**config.mk**
```make
export PLATFORM = sky130hd
export DESIGN_NAME = valu_seq
export DESIGN_NICKNAME = d
export VERILOG_FILES = /design/src/rtl/valu_seq.sv
export SDC_FILE = /design/constraint.sdc
export NUM_CORES = 1
export LEC_CHECK = 0
export CORE_ASPECT_RATIO = 1.75
export CORE_MARGIN = 2
export CORE_UTILIZATION = 27
export DETAILED_ROUTE_END_ITERATION = 8
export PLACE_DENSITY = 0.59
export SLEW_MARGIN = 30
export SYNTH_ARGS = -nofsm -noshare
export SYNTH_HDL_FRONTEND = slang
export SYNTH_SLANG_ARGS = --single-unit
```
**constraint.sdc**
```tcl
create_clock -name clk_i -period 4.6 [get_ports clk_i]
set_input_delay 1.38 -clock clk_i [delete_from_list [all_inputs] [get_ports clk_i]]
set_output_delay 1.38 -clock clk_i [all_outputs]
set_load 0.03 [all_outputs]
```
**src/rtl/valu_seq.sv**
```systemverilog
// Element sequencer for the vector ALU: decodes one vector instruction, steps the
// VALU through its elements one per cycle, and drives write-back or dot accumulation.
module valu_seq #(
    parameter int VLMAX = 8,
    parameter int IDX_W = 3,
    parameter int ELEN  = 32
) (
    input  logic             clk_i,
    input  logic             rst_n_i,
    input  logic             req_valid_i,
    output logic             req_ready_o,
    input  logic [9:0]       vfunct_i,
    input  logic [IDX_W:0]   vl_i,
    output logic             valu_en_o,
    output logic [2:0]       valu_ctrl_o,
    output logic [IDX_W-1:0] elem_idx_o,
    input  logic [ELEN-1:0]  valu_result_i,
    output logic             wb_en_o,
    output logic [IDX_W-1:0] wb_idx_o,
    output logic [ELEN-1:0]  acc_o,
    output logic             busy_o,
    output logic             done_o,
    output logic             illegal_o
);

    typedef enum logic [1:0] {
        ST_IDLE  = 2'd0,
        ST_ISSUE = 2'd1,
        ST_DRAIN = 2'd2,
        ST_DONE  = 2'd3
    } state_t;

    localparam logic [2:0]     CTRL_DOT = 3'b001;
    localparam logic [IDX_W:0] VLMAX_W  = (IDX_W+1)'(VLMAX);
    localparam logic [IDX_W:0] ONE_W    = (IDX_W+1)'(1);

    // Returns {legal, ctrl}; vm=0 encodings fall into the default and are illegal.
    function automatic logic [3:0] decode_f(input logic [9:0] funct);
        logic [3:0] res;
        case (funct)
            10'b0000001001: res = 4'b1_010;
            10'b0100001000: res = 4'b1_110;
            10'b0000001111: res = 4'b1_000;
            10'b0000001110: res = 4'b1_001;
            default:        res = 4'b0_000;
        endcase
        return res;
    endfunction

    state_t           state_q;
    logic             valu_en_q;
    logic             res_vld_q;
    logic             wb_en_q;
    logic             is_dot_q;
    logic             done_q;
    logic             illegal_q;
    logic [2:0]       ctrl_q;
    logic [IDX_W-1:0] idx_q;
    logic [IDX_W-1:0] last_q;
    logic [IDX_W-1:0] wb_idx_q;
    logic [ELEN-1:0]  acc_q;

    logic [3:0]       dec_s;
    logic [IDX_W:0]   n_s;
    logic             accept_s;

    // Request decode, clamped length and handshake.
    always_comb begin
        dec_s    = decode_f(vfunct_i);
        accept_s = req_valid_i & (state_q == ST_IDLE);
        if (vl_i > VLMAX_W) begin
            n_s = VLMAX_W;
        end else begin
            n_s = vl_i;
        end
    end

    // Sequencer FSM with all outputs registered.
    always_ff @(posedge clk_i or negedge rst_n_i) begin
        if (!rst_n_i) begin
            state_q   <= ST_IDLE;
            valu_en_q <= 1'b0;
            res_vld_q <= 1'b0;
            wb_en_q   <= 1'b0;
            is_dot_q  <= 1'b0;
            done_q    <= 1'b0;
            illegal_q <= 1'b0;
            ctrl_q    <= 3'b000;
            idx_q     <= '0;
            last_q    <= '0;
            wb_idx_q  <= '0;
            acc_q     <= '0;
        end else begin
            done_q    <= 1'b0;
            illegal_q <= 1'b0;
            valu_en_q <= 1'b0;
            // Results arrive one cycle after issue; write-back trails by the same cycle.
            res_vld_q <= valu_en_q;
            wb_en_q   <= valu_en_q & ~is_dot_q;
            wb_idx_q  <= idx_q;
            if (res_vld_q && is_dot_q) begin
                acc_q <= acc_q + valu_result_i;
            end
            case (state_q)
                ST_IDLE: begin
                    if (accept_s) begin
                        if (!dec_s[3]) begin
                            illegal_q <= 1'b1;
                        end else if (n_s == '0) begin
                            acc_q   <= '0;
                            done_q  <= 1'b1;
                            state_q <= ST_DONE;
                        end else begin
                            acc_q     <= '0;
                            ctrl_q    <= dec_s[2:0];
                            is_dot_q  <= (dec_s[2:0] == CTRL_DOT);
                            last_q    <= IDX_W'(n_s - ONE_W);
                            idx_q     <= '0;
                            valu_en_q <= 1'b1;
                            state_q   <= ST_ISSUE;
                        end
                    end
                end
                ST_ISSUE: begin
                    if (idx_q == last_q) begin
                        state_q <= ST_DRAIN;
                    end else begin
                        idx_q     <= idx_q + IDX_W'(1);
                        valu_en_q <= 1'b1;
                    end
                end
                ST_DRAIN: begin
                    done_q  <= 1'b1;
                    state_q <= ST_DONE;
                end
                ST_DONE: begin
                    state_q <= ST_IDLE;
                end
                default: begin
                    state_q <= ST_IDLE;
                end
            endcase
        end
    end

    assign req_ready_o = (state_q == ST_IDLE);
    assign busy_o      = (state_q != ST_IDLE);
    assign valu_en_o   = valu_en_q;
    assign valu_ctrl_o = ctrl_q;
    assign elem_idx_o  = idx_q;
    assign wb_en_o     = wb_en_q;
    assign wb_idx_o    = wb_idx_q;
    assign acc_o       = acc_q;
    assign done_o      = done_q;
    assign illegal_o   = illegal_q;

endmodule
```
==> summary.txt, run 1 <==
Status -> completed
Min Tclk post-route -> 3960 ps
Clk Latency, worst-skew pair -> 300 ps
Antenna viol nets, final -> 0
Num CTS Buffers -> 5
Fin. Hold Viols -> 0
HP Class -> reg2reg
Setup TNS -> 0 ps
RSZ-0062 raised after global routing -> false
Sequential-to-total area share from yosys stat -> 32.4%
N_diodes -> 0
Slew at the pin with the worst max-slew slack -> 735 ps
Pwr Total -> 1700 µW
Layout net count -> 646
H-tree depth -> 2
GPL Wtd Cong -> 0.870
CTS tree -> built
First-pass GRT wire length -> 19.1 mm
Total vias in the final route -> 3825
Setup bufs post-CTS -> 0
DIE AREA -> 15900 µm²
Seq cells post-synth -> 52
Critical path's top delay family -> compound AO/OA/AOI/OAI gates
Net Count, Synth -> 554
Worst EP arrival -> 4180 ps
Final setup viols -> 0
Final Skew -> 7.31 ps
WHS -> 419 ps
Worst VDD drop -> 0.256 mV
Mapped Cells -> 468
Share of layout cells above drive strength 1 -> 6.42%
Post-synthesis cell type count -> 65
Vias per cell -> 5.14
Critical Path Fanout Max -> 5
Initial antenna violation count -> 0
Core region area -> 14700 µm²
Gr usage total -> 15.3%
Die Wd -> 96.2 µm
DRT iter0 DRCs -> 166
Yosys warning count -> 0
Routed Wire Length -> 11.9 mm
Top cell type's share of synthesized area -> 32.4%
# clock sinks -> 52
Post-synth EDFFs -> 0
Clock transition at the registers of the reported paths -> 80 ps
Max stage delay cell, worst path -> clkdlybuf4s50_1
Slew Limit Headroom -> 51.0%
Top_reg_cell synth -> dfrtp_1
CP Buf/Inv Count -> 2
Max Slew Vio Count -> 0
Crit-path most repeated cell -> a21oi_2
Crit start category -> primary input
Synth area leader -> dfrtp_1
P_leak -> 0.00230 µW
Vias in the first global route -> 4020
Synth Area in Adders -> 11.7%
Largest family of logic cells by synthesized area -> compound AO/OA/AOI/OAI gates
Post-route cell area -> 5320 µm²
Clock buffer depth -> 2
Cells along the critical path -> clkdlybuf4s50_1 > ha_1 > inv_1 > fa_1 > nor2b_1 > o2111ai_1 > a21oi_2 > o211a_1 > nand2b_1 > a21oi_2 > o311a_1 > a211oi_2
Largest stage delay, worst path -> 470 ps
Crit path required time -> 4820 ps
Crit. End Element -> flop
Root Buffer -> clkbuf_16
Dpl cell area -> 5160 µm²
DRT Pass-1 Iters -> 4
Starting Density -> 27.4%
Asr flop ratio synth -> 100%
GRT overflow -> 0
XOR/XNOR Fraction of Synth Area -> 5.45%
Max Fclk -> 252 MHz
Post-Synth Simple-Gate Area -> 20.4%
Fin crit share -> 86.1%
DRC viols -> 0
Dpl hpwl -> 9.28 mm
Top cells by area, synth -> dfrtp_1 (32%), ha_1 (11%), nand2_1 (7.4%)
Maxcap violations -> 0
# IOs -> 96
DIE HEIGHT -> 165 µm
Syn_area_per_cell -> 8.59 µm²
Avg WL per Cell -> 16.0 µm
Largest net degree at the start of global routing -> 30
# rows -> 59
Synthesized cell area -> 4020 µm²
Port Buffers -> 95
Fin util -> 36.2%
PD cells -> 319 nW/µm²
Compound-Gate Fraction of Synth Area -> 26.0%
Setup Crit Path Kind -> in2reg
Post-CTS Resized -> 0
Area growth syn-to-layout -> 32.2%
Hold Buf Count CTS -> 0
Mux cell area share after synthesis -> 1.03%
## cells by family after synthesis
family	Yosys count
adders and majority gates	37
xor gates and xnor gates	25
AOI/OAI and AO/OA	154
muxes	4
buffers and inverters	27
DFF	52
and+or+nand+nor	169
## power breakdown
part           switching (µW)  internal [µW]  leakage [µW]
Clock                     204            211     0.0000767
Combinational             408            309       0.00163
Sequential               48.6            518      0.000594
Total                     661           1040       0.00230
## cell usage after synthesis, types with 2 or more instances
cell and n:
and2_1 4, ha_1 36, inv_1 10, nor2_1 23, o211ai_1 5, a22o_1 3
nor4b_1 2, a211oi_2 3, and3_1 6, nor4_1 2, nor3_1 5, dfrtp_1 52
nand3b_1 2, a21oi_1 52, o22ai_1 2, nand2_1 79, o31ai_1 4, a21o_1 18
xor2_1 14, and4_1 2, nor2b_1 9, o2111a_1 2, nand2b_1 9, mux2i_1 3
a31oi_1 3, xnor2_1 11, nor3b_1 2, o211ai_2 2, buf_6 2, a211oi_1 3
nand3_1 11, o21ai_1 7, a311oi_1 2, or3_1 5, clkbuf_1 12, o21a_1 3
a311o_1 3, a21oi_2 5, o21ai_0 23, a21boi_1 2
## flip-flops by register name, summed over array words and instances (netlist names)
register,cells
acc_o,32
elem_idx_o,3
last_q,3
valu_ctrl_o,3
wb_idx_o,3
state_q,2
done_o,1
illegal_o,1
is_dot_q,1
res_vld_q,1
valu_en_o,1
wb_en_o,1
## metal layers
layer | wire, µm | global-route usage, %
met5 | 0 | 0
met4 | 333 | 7.14
met3 | 561 | 2.68
met2 | 6630 | 29.3
met1 | 4380 | 15.3
## worst register-to-register path: cells and delay by family, from the launching register on
kind | cells | cell delay [ps]
buffers and inverters | 1 | 80
and+or+nand+nor | 2 | 390
AOI/OAI and AO/OA | 6 | 1260
DFF | 1 | 380
adders and majority gates | 2 | 620
## placed cells by master (no fill, tap or decap), drive strengths merged, types with 2 or more instances in the layout
| master | synthesis | final |
|---|---|---|
| a21o | 19 | 19 |
| and3 | 6 | 6 |
| mux2i | 3 | 3 |
| buf | 4 | 8 |
| and2 | 5 | 5 |
| or3 | 5 | 5 |
| a31oi | 4 | 4 |
| o211ai | 7 | 7 |
| ha | 36 | 36 |
| nand3b | 2 | 2 |
| nor3b | 3 | 3 |
| xor2 | 14 | 14 |
| nor2 | 23 | 23 |
| a21oi | 57 | 57 |
| o2111a | 2 | 2 |
| xnor2 | 11 | 11 |
| o31ai | 4 | 4 |
| nand3 | 11 | 11 |
| nand2 | 80 | 80 |
| a311o | 3 | 3 |
| nor4 | 2 | 2 |
| nor2b | 9 | 9 |
| and4 | 2 | 2 |
| a311oi | 3 | 3 |
| nor3 | 6 | 6 |
| dfrtp | 52 | 52 |
| clkdlybuf4s50 | 0 | 94 |
| o21bai | 2 | 2 |
| nor4b | 2 | 2 |
| a211oi | 6 | 6 |
| o21a | 3 | 3 |
| clkbuf | 13 | 5 |
| nand2b | 10 | 10 |
| o22ai | 2 | 2 |
| inv | 10 | 13 |
| a22o | 3 | 3 |
| a21boi | 2 | 2 |
| o21ai | 30 | 30 |
## metrics by stage
step                setup WS, ps  cells
finish                       637    744
global route                 406    744
CTS                          656    744
detailed placement           347    736
global placement             445    736
floorplan                   1120    468
## cell type report
type,instances,area [µm²]
fillers,1546,9370
multi-input cells,389,2600
flip-flops and latches,52,1300
repair buffers,102,998
well taps,183,229
clock buffers,5,125
inverters,10,37.5
clock inverters,3,28.8
## worst paths after layout
kind,from,end,slack (ps),cells past startpoint
max reg2reg,acc_o[0]$_DFF_PN0_,acc_o[28]$_DFF_PN0_,1800,11
max,valu_result_i[0],acc_o[28]$_DFF_PN0_,640,12
max in group asynchronous,rst_n_i,acc_o[22]$_DFF_PN0_,2700,2
min in group asynchronous,rst_n_i,acc_o[5]$_DFF_PN0_,1070,1
min reg2reg,valu_en_o$_DFF_PN0_,res_vld_q$_DFF_PN0_,420,0
min,valu_en_o$_DFF_PN0_,res_vld_q$_DFF_PN0_,420,0
Power figures use the tool's default switching activity.
==> inputs of run 2 (changes only) <==
- PLACE_DENSITY: 0.59 -> not set
- PLACE_DENSITY_LB_ADDON: not set -> 0.08
==> run 2 against run 1 <==
Compared with the run above:
- design area rose by 0.16%
- clock power increased by 8.0%
- sequential power about the same
- global-route usage rose by 1.0 points
- largest cell class unchanged
==> summary.txt, run 2 (synthesis results as in run 1) <==
Status -> completed
Most frequent cells in the layout -> clkdlybuf4s50_1 (94), nand2_1 (79), a21oi_1 (52), dfrtp_1 (52), ha_1 (36)
Vias per cell -> 5.13
Fin crit share -> 84.7%
R2R depth -> 9
M1 WL -> 4.54 mm
Met3 routed WL -> 594 µm
Root Buffer -> clkbuf_16
Clk Latency, worst-skew pair -> 300 ps
RSZ-0062 raised after global routing -> false
Num CTS Buffers -> 5
DRT Pass-1 Iters -> 5
Avg WL per Cell -> 16.9 µm
Final Skew -> 5.09 ps
Total vias in the final route -> 3810
Layout net count -> 645
Sequential cell area -> 1300 µm²
Hold Buf Count CTS -> 0
N_diodes -> 0
Largest net degree at the start of global routing -> 39
Max Slew Vio Count -> 0
Commonest non-fill, non-tap cell in the layout -> clkdlybuf4s50_1
Crit-path most repeated cell -> a21oi_2
Min Tclk post-route -> 3900 ps
Multi-input logic area -> 2600 µm²
Antenna viol nets, final -> 0
GPL Wtd Cong -> 0.851
DRT iter0 DRCs -> 140
Gr usage total -> 16.3%
Fin. Hold Viols -> 0
PD cells -> 326 nW/µm²
CTS tree -> built
H-tree depth -> 2
Final setup viols -> 0
Largest register FFs -> 32
P_leak -> 0.00230 µW
Setup Crit Path Kind -> in2reg
Routed Wire Length -> 12.6 mm
Area growth syn-to-layout -> 32.5%
Routed wl met2 -> 7.21 mm
Initial antenna violation count -> 0
Clock transition at the registers of the reported paths -> 80 ps
Post-CTS Resized -> 0
WHS Path Cells -> 0
HP Class -> reg2reg
DIE AREA -> 15900 µm²
Share of layout cells above drive strength 1 -> 6.25%
Largest stage delay, worst path -> 460 ps
Dpl hpwl -> 9.59 mm
Crit start category -> primary input
Crit. End Element -> flop
GRT overflow -> 0
First-pass GRT wire length -> 19.8 mm
Setup TNS -> 0 ps
Worst reg-to-reg setup slack -> 1810 ps
Cells along the critical path -> clkdlybuf4s50_1 > ha_1 > inv_1 > fa_1 > nor2b_1 > o2111ai_1 > a21oi_2 > o211a_1 > nand2b_1 > a21oi_2 > o311a_1 > a211oi_2
Core region area -> 14700 µm²
# rows -> 59
# clock sinks -> 52
Maxcap violations -> 0
Clock buffer depth -> 2
Setup bufs post-CTS -> 0
Vias in the first global route -> 3931
# IOs -> 96
Hold Crit Start -> valu_en_o$_DFF_PN0_
Slew Limit Headroom -> 50.7%
Die Wd -> 96.2 µm
Top Metal Used -> met4
Max Fclk -> 257 MHz
Worst VDD drop -> 0.228 mV
Critical Path Fanout Max -> 5
Max stage delay cell, worst path -> clkdlybuf4s50_1
Worst EP arrival -> 4120 ps
Worst r2r dst -> acc_o[31]$_DFF_PN0_
Dpl cell area -> 5160 µm²
Filler cells -> 1531
R2r startpoint -> acc_o[6]$_DFF_PN0_
Slew at the pin with the worst max-slew slack -> 740 ps
Crit path required time -> 4820 ps
WHS -> 415 ps
DIE HEIGHT -> 165 µm
DRC viols -> 0
Port Buffers -> 95
Post-route cell area -> 5330 µm²
Starting Density -> 27.4%
Pwr Total -> 1740 µW
Hold Path Sink -> res_vld_q$_DFF_PN0_
run 2: changes by cell type in the layout (fill, tap and decap cells not counted):
cell | before | now
clkinvlp_4 | 0 | 1
buf_2 | 1 | 0
clkinv_2 | 0 | 1
bufinv_16 | 0 | 1
inv_8 | 1 | 0
inv_6 | 2 | 0
run 2: critical path: cells and delay by family:
kind | cells | cell delay [ps]
compound gates | 6 | 1250
fa+ha+maj | 2 | 570
buf+inv | 2 | 530
simple gates | 2 | 370
run 2: worst max path at each step:
stage	start	endpoint	cells after the start
after detailed placement	valu_result_i[0]	acc_o[28]$_DFF_PN0_	12
after floorplan	valu_result_i[0]	acc_o[28]$_DFF_PN0_	11
after CTS	valu_result_i[1]	acc_o[31]$_DFF_PN0_	10
after global placement	valu_result_i[0]	acc_o[28]$_DFF_PN0_	12
after global routing	valu_result_i[0]	acc_o[20]$_DFF_PN0_	12
final	valu_result_i[0]	acc_o[28]$_DFF_PN0_	12
run 2: final cells by class:
cell class	count	area share, %
clock inverter	3	0.799
inverter	10	0.705
clock buffer	5	2.35
multi-input combinational	389	48.8
tap	183	4.30
sequential	52	24.4
timing repair buffer	101	18.7
run 2: per-stage QoR:
step / instances / setup WS (ps) / util, %
after floorplan: 468 / 1120 / -
after global placement: 735 / 394 / 35.1
after detailed placement: 735 / 382 / 35.1
after CTS: 743 / 695 / 36.2
after global routing: 743 / 460 / 36.2
final: 743 / 703 / 36.2
run 2: per-layer routing:
metal  up-vias  track usage [%]
li1       1873                -
met1      1801             16.5
met2       117             32.5
met3        19             2.63
met4         0             5.00
met5         -                0
run 2: power by group:
group	total (µW)	switching (µW)	internal, µW
sequential	569	51.4	518
clock	448	191	257
combinational	720	411	310
==> inputs of run 3 (changes only) <==
- clock period: 4.6 -> 3.6 ns (I/O delays scaled with it)
==> run 3 against run 2 <==
Compared with the run above:
- setup slack got worse by 630 ps
- worst hold slack got worse by 16 ps
- critical path type unchanged
- largest power group unchanged
- design area rose by 7.1%
- clock power rose by 11%
==> summary.txt, run 3 (synthesis results as in run 1) <==
Gr usage total -> 16.9%
PD cells -> 389 nW/µm²
Vias per cell -> 4.92
DIE AREA -> 15900 µm²
Routing usage on met1 -> 17.5%
First-pass GRT wire length -> 20.6 mm
Vias in the first global route -> 4111
Slew at the pin with the worst max-slew slack -> 683 ps
Pwr Total -> 2220 µW
Num CTS Buffers -> 5
Final Non-Filler Cells -> 795
Crit path required time -> 3810 ps
Starting Density -> 27.4%
Fin util -> 38.8%
Global-route layer with the greatest usage -> met2
Min Tclk post-route -> 3530 ps
Crit-path most repeated cell -> a21oi_2
Clk Latency, worst-skew pair -> 300 ps
Max Fclk -> 283 MHz
DRT Pass-1 Iters -> 4
GPL Wtd Cong -> 0.859
P_leak -> 0.00254 µW
Dpl hpwl -> 10.2 mm
Share of layout cells above drive strength 1 -> 14.4%
# rows -> 59
Area growth syn-to-layout -> 41.9%
Worst EP arrival -> 3740 ps
Total vias in the final route -> 3913
CTS tree -> built
GR Util met2 -> 33.6%
Crit start category -> primary input
Slew Limit Headroom -> 54.4%
N_diodes -> 0
RSZ-0062 raised after global routing -> true
HP Class -> reg2reg
Largest register FFs -> 32
Maxcap violations -> 0
Clock transition at the registers of the reported paths -> 70 ps
Largest stage delay, worst path -> 460 ps
Final setup viols -> 0
DRC viols -> 0
Initial antenna violation count -> 0
Max Slew Vio Count -> 0
Root Buffer -> clkbuf_16
H-tree depth -> 2
Crit. End Element -> flop
Critical Path Fanout Max -> 4
Max stage delay cell, worst path -> clkdlybuf4s50_1
Final Skew -> 4.42 ps
Commonest non-fill, non-tap cell in the layout -> clkdlybuf4s50_1
Port Buffers -> 95
Hold Buf Count CTS -> 0
Status -> completed
Post-route cell area -> 5700 µm²
Clock buffer depth -> 2
Die Wd -> 96.2 µm
Setup Crit Path Kind -> in2reg
Antenna viol nets, final -> 0
WHS -> 399 ps
Dpl cell area -> 5540 µm²
Fin. Hold Viols -> 0
Worst VDD drop -> 0.261 mV
Avg WL per Cell -> 16.1 µm
Filler cells -> 1525
Inst Count DP -> 786
Core region area -> 14700 µm²
# clock sinks -> 52
Largest net degree at the start of global routing -> 43
Most frequent cells in the layout -> clkdlybuf4s50_1 (94), nand2_1 (79), buf_4 (59)
Cells along the critical path -> clkdlybuf4s50_1 > ha_1 > inv_1 > fa_1 > nor2b_1 > o2111ai_2 > a21oi_2 > o211a_1 > nand2b_1 > a21oi_2 > o311a_1 > a211oi_2
# IOs -> 96
Fin crit share -> 98.1%
Routed Wire Length -> 12.8 mm
Met3 Use GR -> 2.54%
DIE HEIGHT -> 165 µm
GRT overflow -> 0
DRT iter0 DRCs -> 118
Layout net count -> 697
-- run 3: worst max-delay path, delay by kind of cell --
family / cells / cell delay, ps
buffers and inverters: 2 / 520
AOI/OAI and AO/OA: 6 / 1250
adders and majority gates: 2 / 550
and+or+nand+nor: 2 / 360
-- run 3: area by class of cell --
class | instances | area (µm²) | area share, %
Sequential cell | 52 | 1300 | 22.8
Multi-Input combinational cell | 389 | 2610 | 45.7
Clock inverter | 2 | 16.3 | 0.285
Inverter | 10 | 37.5 | 0.658
Timing Repair Buffer | 153 | 1380 | 24.3
Clock buffer | 6 | 129 | 2.26
Tap cell | 183 | 229 | 4.01
-- run 3: report_power, final --
group / switching [µW] / total (µW) / internal (µW) / leakage (µW)
Clock: 239 / 499 / 260 / 0.0000671
Sequential: 64.1 / 726 / 662 / 0.000594
Combinational: 537 / 992 / 455 / 0.00188
Total: 840 / 2220 / 1380 / 0.00254
-- run 3: timing repair --
item,4_1_cts,5_1_grt
endpoints found under the setup margin,0,9
setup buffers,0,1
hold endpoints to repair,0,0
gates resized for setup,0,2
-- run 3: through the flow --
stage          setup TNS (ps)  setup WS, ps
4_1_cts                     0          42.7
3_3_place_gp            -2020          -234
5_1_grt                  -132         -56.7
2_1_floorplan               0           421
3_5_place_dp            -2000          -227
6_report                    0          69.1
-- run 3: final timing paths --
kind / from / end / slack [ps] / depth (start not counted)
max: valu_result_i[0] / acc_o[28]$_DFF_PN0_ / 70 / 12
min: valu_en_o$_DFF_PN0_ / res_vld_q$_DFF_PN0_ / 400 / 0
max reg2reg: acc_o[0]$_DFF_PN0_ / acc_o[28]$_DFF_PN0_ / 930 / 11
min reg2reg: valu_en_o$_DFF_PN0_ / res_vld_q$_DFF_PN0_ / 400 / 0
max in group asynchronous: rst_n_i / acc_o[13]$_DFF_PN0_ / 2260 / 2
min in group asynchronous: rst_n_i / wb_idx_o[1]$_DFF_PN0_ / 780 / 1
-- run 3: routing by layer --
layer / routed length (µm) / part of all wire, %
met5: 0 / 0
met4: 203 / 1.6
met3: 454 / 3.5
met2: 7440 / 58
met1: 4720 / 37
